<file path="src/rtl/hazard_ctrl_pkg.sv">
// ============================================================================
// hazard_ctrl_pkg : shared codes, timing encodings and forwarding helper
// Revision 1.0
// ============================================================================
`default_nettype none

package hazard_ctrl_pkg;

  typedef enum logic [1:0] {
    FWD_RF = 2'd0,
    FWD_E  = 2'd1,
    FWD_M  = 2'd2,
    FWD_W  = 2'd3
  } fwd_sel_e;

  // Tuse / Tnew: cycles until an operand is needed / a result is ready
  localparam logic [1:0] T_NOW = 2'd0;
  localparam logic [1:0] T_E   = 2'd1;
  localparam logic [1:0] T_M   = 2'd2;

  localparam int MULT_LAT_DEF = 5;
  localparam int DIV_LAT_DEF  = 10;

  // Youngest ready producer wins; $0 is never forwarded.
  function automatic fwd_sel_e fwd_pick(
    input logic [4:0] src,
    input logic       wr_e, input logic [4:0] a3_e, input logic [1:0] tnew_e,
    input logic       wr_m, input logic [4:0] a3_m, input logic [1:0] tnew_m,
    input logic       wr_w, input logic [4:0] a3_w
  );
    fwd_sel_e sel;
    sel = FWD_RF;
    if (src != 5'd0) begin
      if (wr_e && a3_e == src && tnew_e == T_NOW)      sel = FWD_E;
      else if (wr_m && a3_m == src && tnew_m == T_NOW) sel = FWD_M;
      else if (wr_w && a3_w == src)                    sel = FWD_W;
    end
    return sel;
  endfunction

endpackage

`default_nettype wire

</file>
<file path="src/rtl/hazard_ctrl_if.sv">
// ============================================================================
// hazard_ctrl_if : pipeline <-> hazard controller signal bundle
// Revision 1.0
// ============================================================================
`default_nettype none

interface hazard_ctrl_if;
  logic [4:0]  A1D, A2D;
  logic        useRsD, useRtD;
  logic [1:0]  TuseRsD, TuseRtD;
  logic [4:0]  A1E, A2E, A3E;
  logic        RegWriteE;
  logic [1:0]  TnewE;
  logic [4:0]  A2M, A3M;
  logic        RegWriteM;
  logic [1:0]  TnewM;
  logic [4:0]  A3W;
  logic        RegWriteW;
  logic        mdUseD, mdStartE, mdIsDivE;
  logic        stallF, stallD, flushE;
  logic [1:0]  fwdRsD, fwdRtD, fwdRsE, fwdRtE;
  logic        fwdRtM;
  logic        mdBusy, mdErr;
  logic [31:0] stallCnt;

  modport master (
    output A1D, A2D, useRsD, useRtD, TuseRsD, TuseRtD,
           A1E, A2E, A3E, RegWriteE, TnewE,
           A2M, A3M, RegWriteM, TnewM, A3W, RegWriteW,
           mdUseD, mdStartE, mdIsDivE,
    input  stallF, stallD, flushE, fwdRsD, fwdRtD, fwdRsE, fwdRtE, fwdRtM,
           mdBusy, mdErr, stallCnt
  );

  modport slave (
    input  A1D, A2D, useRsD, useRtD, TuseRsD, TuseRtD,
           A1E, A2E, A3E, RegWriteE, TnewE,
           A2M, A3M, RegWriteM, TnewM, A3W, RegWriteW,
           mdUseD, mdStartE, mdIsDivE,
    output stallF, stallD, flushE, fwdRsD, fwdRtD, fwdRsE, fwdRtE, fwdRtM,
           mdBusy, mdErr, stallCnt
  );
endinterface

`default_nettype wire

</file>
<file path="src/rtl/hazard_ctrl_md_busy_cnt.sv">
// ============================================================================
// hazard_ctrl_md_busy_cnt : mult/div latency counter with sticky overlap error
// Revision 1.0
// ============================================================================
`default_nettype none

module hazard_ctrl_md_busy_cnt #(
  parameter int MULT_LAT = 5,
  parameter int DIV_LAT  = 10,
  parameter int CNT_W    = 4
) (
  input  wire logic clk,
  input  wire logic reset,
  input  wire logic start,
  input  wire logic is_div,
  output logic      busy,
  output logic      err
);

  logic [CNT_W-1:0] r_count;

  always_ff @(posedge clk or negedge reset) begin
    if (!reset) begin
      r_count <= '0;
      err     <= 1'b0;
    end else begin
      if (start && r_count == '0)
        r_count <= is_div ? CNT_W'(DIV_LAT) : CNT_W'(MULT_LAT);
      else if (r_count != '0)
        r_count <= r_count - CNT_W'(1);
      // an overlapping start is dropped; only the flag remembers it
      if (start && r_count != '0)
        err <= 1'b1;
    end
  end

  assign busy = (r_count != '0);

endmodule

`default_nettype wire

</file>
<file path="src/rtl/hazard_ctrl.sv">
// ============================================================================
// hazard_ctrl : Tuse/Tnew stall, flush and forwarding control for 5-stage pipe
// Revision 1.0
// ============================================================================
`default_nettype none

module hazard_ctrl
  import hazard_ctrl_pkg::*;
#(
  parameter int MULT_LAT = MULT_LAT_DEF,
  parameter int DIV_LAT  = DIV_LAT_DEF,
  parameter int CNT_W    = 4
) (
  input  wire logic   clk,
  input  wire logic   reset,
  hazard_ctrl_if.slave hz
);

  logic w_stall_rs, w_stall_rt, w_stall_md, w_stall;
  logic w_md_busy;
  logic [31:0] r_stall_cnt;

  // a stall is needed only when the producer is still later than the consumer
  assign w_stall_rs = hz.useRsD && (hz.A1D != 5'd0) &&
                      ((hz.RegWriteE && hz.A3E == hz.A1D && hz.TnewE > hz.TuseRsD) ||
                       (hz.RegWriteM && hz.A3M == hz.A1D && hz.TnewM > hz.TuseRsD));
  assign w_stall_rt = hz.useRtD && (hz.A2D != 5'd0) &&
                      ((hz.RegWriteE && hz.A3E == hz.A2D && hz.TnewE > hz.TuseRtD) ||
                       (hz.RegWriteM && hz.A3M == hz.A2D && hz.TnewM > hz.TuseRtD));
  assign w_stall_md = hz.mdUseD && (hz.mdStartE || w_md_busy);
  assign w_stall    = w_stall_rs | w_stall_rt | w_stall_md;

  assign hz.stallF = w_stall;
  assign hz.stallD = w_stall;
  assign hz.flushE = w_stall;

  assign hz.fwdRsD = fwd_pick(hz.A1D, hz.RegWriteE, hz.A3E, hz.TnewE,
                              hz.RegWriteM, hz.A3M, hz.TnewM, hz.RegWriteW, hz.A3W);
  assign hz.fwdRtD = fwd_pick(hz.A2D, hz.RegWriteE, hz.A3E, hz.TnewE,
                              hz.RegWriteM, hz.A3M, hz.TnewM, hz.RegWriteW, hz.A3W);
  // E stage has no E-to-E path, so the E producer is masked off
  assign hz.fwdRsE = fwd_pick(hz.A1E, 1'b0, 5'd0, T_NOW,
                              hz.RegWriteM, hz.A3M, hz.TnewM, hz.RegWriteW, hz.A3W);
  assign hz.fwdRtE = fwd_pick(hz.A2E, 1'b0, 5'd0, T_NOW,
                              hz.RegWriteM, hz.A3M, hz.TnewM, hz.RegWriteW, hz.A3W);
  assign hz.fwdRtM = hz.RegWriteW && (hz.A3W == hz.A2M) && (hz.A2M != 5'd0);

  hazard_ctrl_md_busy_cnt #(
    .MULT_LAT (MULT_LAT),
    .DIV_LAT  (DIV_LAT),
    .CNT_W    (CNT_W)
  ) u_md_busy_cnt (
    .clk    (clk),
    .reset  (reset),
    .start  (hz.mdStartE),
    .is_div (hz.mdIsDivE),
    .busy   (w_md_busy),
    .err    (hz.mdErr)
  );

  assign hz.mdBusy = w_md_busy;

  always_ff @(posedge clk or negedge reset) begin
    if (!reset)
      r_stall_cnt <= '0;
    else if (w_stall)
      r_stall_cnt <= r_stall_cnt + 32'd1;
  end

  assign hz.stallCnt = r_stall_cnt;

endmodule

`default_nettype wire

</file>
<file path="src/flat_wrapper.sv">
// flat-port wrapper written by rule: the top's interface ports become plain ports
module hazard_ctrl_flat import hazard_ctrl_pkg::*;
#(
  parameter int MULT_LAT = MULT_LAT_DEF,
  parameter int DIV_LAT  = DIV_LAT_DEF,
  parameter int CNT_W    = 4
)
  (clk, reset, hz_A1D, hz_A2D, hz_useRsD, hz_useRtD, hz_TuseRsD, hz_TuseRtD, hz_A1E, hz_A2E, hz_A3E, hz_RegWriteE, hz_TnewE, hz_A2M, hz_A3M, hz_RegWriteM, hz_TnewM, hz_A3W, hz_RegWriteW, hz_mdUseD, hz_mdStartE, hz_mdIsDivE, hz_stallF, hz_stallD, hz_flushE, hz_fwdRsD, hz_fwdRtD, hz_fwdRsE, hz_fwdRtE, hz_fwdRtM, hz_mdBusy, hz_mdErr, hz_stallCnt);
  hazard_ctrl_if hz_i ();
  input  wire logic clk;
  input  wire logic reset;
  input wire logic [$bits(hz_i.A1D)-1:0] hz_A1D;
  input wire logic [$bits(hz_i.A2D)-1:0] hz_A2D;
  input wire logic [$bits(hz_i.useRsD)-1:0] hz_useRsD;
  input wire logic [$bits(hz_i.useRtD)-1:0] hz_useRtD;
  input wire logic [$bits(hz_i.TuseRsD)-1:0] hz_TuseRsD;
  input wire logic [$bits(hz_i.TuseRtD)-1:0] hz_TuseRtD;
  input wire logic [$bits(hz_i.A1E)-1:0] hz_A1E;
  input wire logic [$bits(hz_i.A2E)-1:0] hz_A2E;
  input wire logic [$bits(hz_i.A3E)-1:0] hz_A3E;
  input wire logic [$bits(hz_i.RegWriteE)-1:0] hz_RegWriteE;
  input wire logic [$bits(hz_i.TnewE)-1:0] hz_TnewE;
  input wire logic [$bits(hz_i.A2M)-1:0] hz_A2M;
  input wire logic [$bits(hz_i.A3M)-1:0] hz_A3M;
  input wire logic [$bits(hz_i.RegWriteM)-1:0] hz_RegWriteM;
  input wire logic [$bits(hz_i.TnewM)-1:0] hz_TnewM;
  input wire logic [$bits(hz_i.A3W)-1:0] hz_A3W;
  input wire logic [$bits(hz_i.RegWriteW)-1:0] hz_RegWriteW;
  input wire logic [$bits(hz_i.mdUseD)-1:0] hz_mdUseD;
  input wire logic [$bits(hz_i.mdStartE)-1:0] hz_mdStartE;
  input wire logic [$bits(hz_i.mdIsDivE)-1:0] hz_mdIsDivE;
  output wire logic [$bits(hz_i.stallF)-1:0] hz_stallF;
  output wire logic [$bits(hz_i.stallD)-1:0] hz_stallD;
  output wire logic [$bits(hz_i.flushE)-1:0] hz_flushE;
  output wire logic [$bits(hz_i.fwdRsD)-1:0] hz_fwdRsD;
  output wire logic [$bits(hz_i.fwdRtD)-1:0] hz_fwdRtD;
  output wire logic [$bits(hz_i.fwdRsE)-1:0] hz_fwdRsE;
  output wire logic [$bits(hz_i.fwdRtE)-1:0] hz_fwdRtE;
  output wire logic [$bits(hz_i.fwdRtM)-1:0] hz_fwdRtM;
  output wire logic [$bits(hz_i.mdBusy)-1:0] hz_mdBusy;
  output wire logic [$bits(hz_i.mdErr)-1:0] hz_mdErr;
  output wire logic [$bits(hz_i.stallCnt)-1:0] hz_stallCnt;
  assign hz_i.A1D = hz_A1D;
  assign hz_i.A2D = hz_A2D;
  assign hz_i.useRsD = hz_useRsD;
  assign hz_i.useRtD = hz_useRtD;
  assign hz_i.TuseRsD = hz_TuseRsD;
  assign hz_i.TuseRtD = hz_TuseRtD;
  assign hz_i.A1E = hz_A1E;
  assign hz_i.A2E = hz_A2E;
  assign hz_i.A3E = hz_A3E;
  assign hz_i.RegWriteE = hz_RegWriteE;
  assign hz_i.TnewE = hz_TnewE;
  assign hz_i.A2M = hz_A2M;
  assign hz_i.A3M = hz_A3M;
  assign hz_i.RegWriteM = hz_RegWriteM;
  assign hz_i.TnewM = hz_TnewM;
  assign hz_i.A3W = hz_A3W;
  assign hz_i.RegWriteW = hz_RegWriteW;
  assign hz_i.mdUseD = hz_mdUseD;
  assign hz_i.mdStartE = hz_mdStartE;
  assign hz_i.mdIsDivE = hz_mdIsDivE;
  assign hz_stallF = hz_i.stallF;
  assign hz_stallD = hz_i.stallD;
  assign hz_flushE = hz_i.flushE;
  assign hz_fwdRsD = hz_i.fwdRsD;
  assign hz_fwdRtD = hz_i.fwdRtD;
  assign hz_fwdRsE = hz_i.fwdRsE;
  assign hz_fwdRtE = hz_i.fwdRtE;
  assign hz_fwdRtM = hz_i.fwdRtM;
  assign hz_mdBusy = hz_i.mdBusy;
  assign hz_mdErr = hz_i.mdErr;
  assign hz_stallCnt = hz_i.stallCnt;
  hazard_ctrl #(.MULT_LAT(MULT_LAT), .DIV_LAT(DIV_LAT), .CNT_W(CNT_W)) u_core (.clk(clk), .reset(reset), .hz(hz_i));
endmodule
</file>
<file path="config.mk">
export PLATFORM = sky130hd
export DESIGN_NAME = hazard_ctrl_flat
export DESIGN_NICKNAME = d
export VERILOG_FILES = /design/src/rtl/hazard_ctrl_pkg.sv /design/src/rtl/hazard_ctrl_if.sv /design/src/rtl/hazard_ctrl_md_busy_cnt.sv /design/src/rtl/hazard_ctrl.sv /design/src/flat_wrapper.sv
export SDC_FILE = /design/constraint.sdc
export NUM_CORES = 1
export LEC_CHECK = 0
export CORE_UTILIZATION = 40
export DETAILED_ROUTE_END_ITERATION = 8
export PLACE_DENSITY = 0.72
export RECOVER_POWER = 25
export SETUP_SLACK_MARGIN = 0.5
export SYNTH_ARGS = -nofsm -noshare
export SYNTH_HDL_FRONTEND = slang
export SYNTH_SLANG_ARGS = --single-unit
</file>
<file path="constraint.sdc">
create_clock -name clk -period 3.8 [get_ports clk]
set_clock_uncertainty 0.1 [all_clocks]
set_input_delay 0.95 -clock clk [delete_from_list [all_inputs] [get_ports clk]]
set_output_delay 0.95 -clock clk [all_outputs]
set_load 0.01 [all_outputs]
</file>
==> impl_metrics.csv, run 1 <==
group,metric,value,unit
die,core,7370,µm²
synthesis,synth-main-ff-cell,"dfrtp_1",
timing,rsz0062_at_grt,"yes",
setup_path,rr_worst_depth,5,
global_route,grtUsageTotal,22.5,%
power_and_ir_drop,p_per_area,322,nW/µm²
timing,final.min_clock_period,3.39,ns
drt,drc,0,
cts,ctsLongestPathBuffers,2,
cts,htree_levels,2,
finish,drive_gt1_share,40.3,%
synthesis,ys_seq_elements,37,
synthesis,synth_edf_count,0,
finish,num_antenna_cells,0,
finish,multi_input_area,2350,µm²
global_route,overflow,0,
global_route,grt_pass1_vias,3102,
global_route,grt_max_degree,38,
drt,avgViaCountPerCell,5.47,
drt,wl,9170,µm
min_path,hold-path-cell-count,1,
synthesis,yosys_warnings,0,
placement,dp_cells,555,
global_route,antenna_found_initial,0,
setup_path,cp.required,2.75,ns
min_path,hp-start,"u_core.u_md_busy_cnt.err",
finish,regArea,926,µm²
setup_path,endpoint_kind,"output pin",
setup_path,critPathKind,"input pin to output pin",
setup_path,cp.arrival,2.34,ns
timing,tightest_slew,1.94,ns
synthesis,synth_fp_nets,395,
min_path,hold_path_class,"flip-flop to flip-flop",
timing,setup_viol,0,
placement,place_congestion,1.02,
cts,clock_latency,0.30,ns
die,start_util,42.0,%
finish,fin_cells,575,
cts,cts_root_buffer,"clkbuf_8",
run_status,violations,"max-capacitance violations, max-slew violations",
die,die_w,90.0,µm
timing,fmax,0.295,GHz
drt,vias,3145,
die,io_pins,104,
finish,area_delta_synth_final,59.0,%
global_route,grt_pass1_wl,14800,µm
cts,clock_sinks,37,
cts,cts_tree,"yes",
synthesis,syn_area_per_cell,9.50,µm²
timing,finalCritPeriodShare,89.1,%
placement,io_buffers,103,
finish,fillers,591,
drt,ant_nets,0,
timing,setup_tns,0,ns
die,core.rowCount,31,
synthesis,synthArstFlopShare,100,%
setup_path,critPathMaxFanout,2,
power_and_ir_drop,ir_drop,0.221,mV
timing,finalHoldViolations,0,
setup_path,start_kind,"input pin",
run_status,status,"complete, but fails checks",
synthesis,yosysUniqueCellTypes,40,
cts,clk_pin_slew,0.07,ns
synthesis,syn-cell-area,3100,µm²
die,die_area,8100,µm²
power_and_ir_drop,power,1.59,mW
synthesis,ys_seq_area_share,29.9,%
timing,final_max_slew_viol_count,38,
drt,drt-initial-drc-count,149,
finish,nets,545,
setup_path,ff2ff_setup_slack,1.34,ns
drt,drtPass1Iterations,4,
timing,max-slew-margin-rel,-29.3,%
placement,dpl.hpwl,6580,µm
synthesis,syn_inst,326,
flow_run,max-cap-violations,1,
min_path,hold_end,"u_core.u_md_busy_cnt.err",
cts,cts_buffers,5,
drt,wire_per_inst,15.9,µm
setup_path,r2r_start,"u_core.hz.stallCnt[2]",
power_and_ir_drop,leakage,2.15,nW
finish,utilization,66.8,%
die,die_h,90.0,µm
setup_path,r2r-end,"u_core.hz.stallCnt[15]",
area by class of cell:
type	count	share of cell area [%]
well taps	99	2.52
inverters	18	1.37
multi-input cells	253	47.8
clock inverters	2	0.712
clock buffers	5	1.40
repair buffers	161	27.4
flip-flops and latches	37	18.8
worst max-delay path by stage:
stage,start,end,slack (ns),cells past startpoint
after global routing,hz_A3M[0],hz_stallD,0.34,8
after floorplan,hz_A1D[1],hz_stallD,0.52,6
after detailed placement,hz_A2D[1],hz_flushE,-0.43,7
after global placement,hz_A2D[1],hz_stallD,-0.40,7
after CTS,hz_A1D[4],hz_flushE,0.39,8
final,hz_A1D[4],hz_fwdRsD[0],0.41,10
logic make-up after synthesis:
kind of cell / after synthesis / synth area share (%)
muxes: 2 / 0.687
xor gates and xnor gates: 86 / 24.6
and+or+nand+nor: 98 / 17.0
AOI/OAI and AO/OA: 56 / 17.7
DFF: 37 / 29.9
adders and majority gates: 11 / 4.44
buffers and inverters: 36 / 5.78
synth_stat cells, types with 2 or more instances:
master     n  area [µm²]
a311oi_1   5        43.8
nor3_1     5        25.0
xor2_1    56         490
and4_1     2        17.5
nor2_1    14        52.6
buf_4      4        30.0
nand2_1   19        71.3
dfrtp_1   37         926
a311oi_2  19         285
clkbuf_1   5        18.8
and3_1     6        37.5
xnor2_1   29         254
inv_1     18        67.6
buf_6      3        33.8
ha_1      11         138
buf_2      5        25.0
a21oi_1   13        65.1
nand4_1   11        68.8
and2_1     5        31.3
nand3_1   17        85.1
or4_1      7        52.6
nor4_1     8        50.1
o21ai_0    5        25.0
a31oi_1    6        37.5
metrics by stage:
step	hold WS [ns]	setup slack (ns)	area [µm²]
3_5_place_dp	0.357	-0.427	4500
2_1_floorplan	0.358	0.517	3100
4_1_cts	0.373	0.391	4760
6_report	0.368	0.415	4920
3_3_place_gp	0.342	-0.399	4500
5_1_grt	0.387	0.337	4920
layout by cell type (no fill, tap or decap), types with 4 or more instances in the layout:
cell type	Yosys	routed
nand3_1	17	15
dlygate4sd2_1	0	7
nor3_2	0	4
ha_1	11	8
inv_1	18	15
nand4_1	11	11
nor2_2	0	4
buf_4	4	49
dfrtp_1	37	37
a21oi_2	1	4
and3_1	6	6
a311oi_2	19	19
clkbuf_8	0	5
nand2_1	19	16
xnor2_2	1	12
xnor2_1	29	16
buf_6	3	21
or4_4	0	5
clkdlybuf4s50_1	0	43
xor2_1	56	56
nor2_1	14	7
a311oi_1	5	5
a21oi_1	13	7
clkbuf_2	0	9
a31oi_1	6	6
nor4_2	0	5
buf_2	5	23
o21ai_0	5	4
flip-flops by register name, summed over array words and instances (netlist names):
| name | flops |
|---|---|
| u_core.u_md_busy_cnt.r_count | 4 |
| u_core.u_md_busy_cnt.err | 1 |
| u_core.hz.stallCnt | 32 |
what timing repair did:
item | in CTS | in global routing
pin swaps | 35 | 39
hold buffers | 0 | 0
endpoints found under the setup margin | 12 | 12
resized for setup | 222 | 79
endpoints found under the hold margin | 0 | 0
buffers inserted | 8 | 5
critical path: stages:
cell and delay (ns):
buf_8 0.09, buf_4 0.12, xor2_1 0.17, nor4_1 0.21, and3_1 0.25, buf_6 0.12, nand2_2 0.06, a21oi_2 0.14
nor2_1 0.07, buf_2 0.14
report_power, final:
part	total, mW	switching (mW)	internal, mW
combinational	0.671	0.318	0.354
clock	0.326	0.135	0.191
sequential	0.589	0.108	0.482
total	1.59	0.561	1.03
per-layer routing:
metal,share of wire [%],global-route usage [%],vias to the layer above
li1,-,-,1473
met1,40,27.4,1499
met2,51,39.9,140
met3,5.9,3.64,33
met4,3.2,8.33,0
met5,0,0,-
Power figures use the tool's default switching activity.
==> inputs of run 2 (changes only) <==
- ABC_CLOCK_PERIOD_IN_PS: not set -> 3800
==> results of run 2 <==
Same layout as run 1: the final DEF is identical, and so are final timing and power.
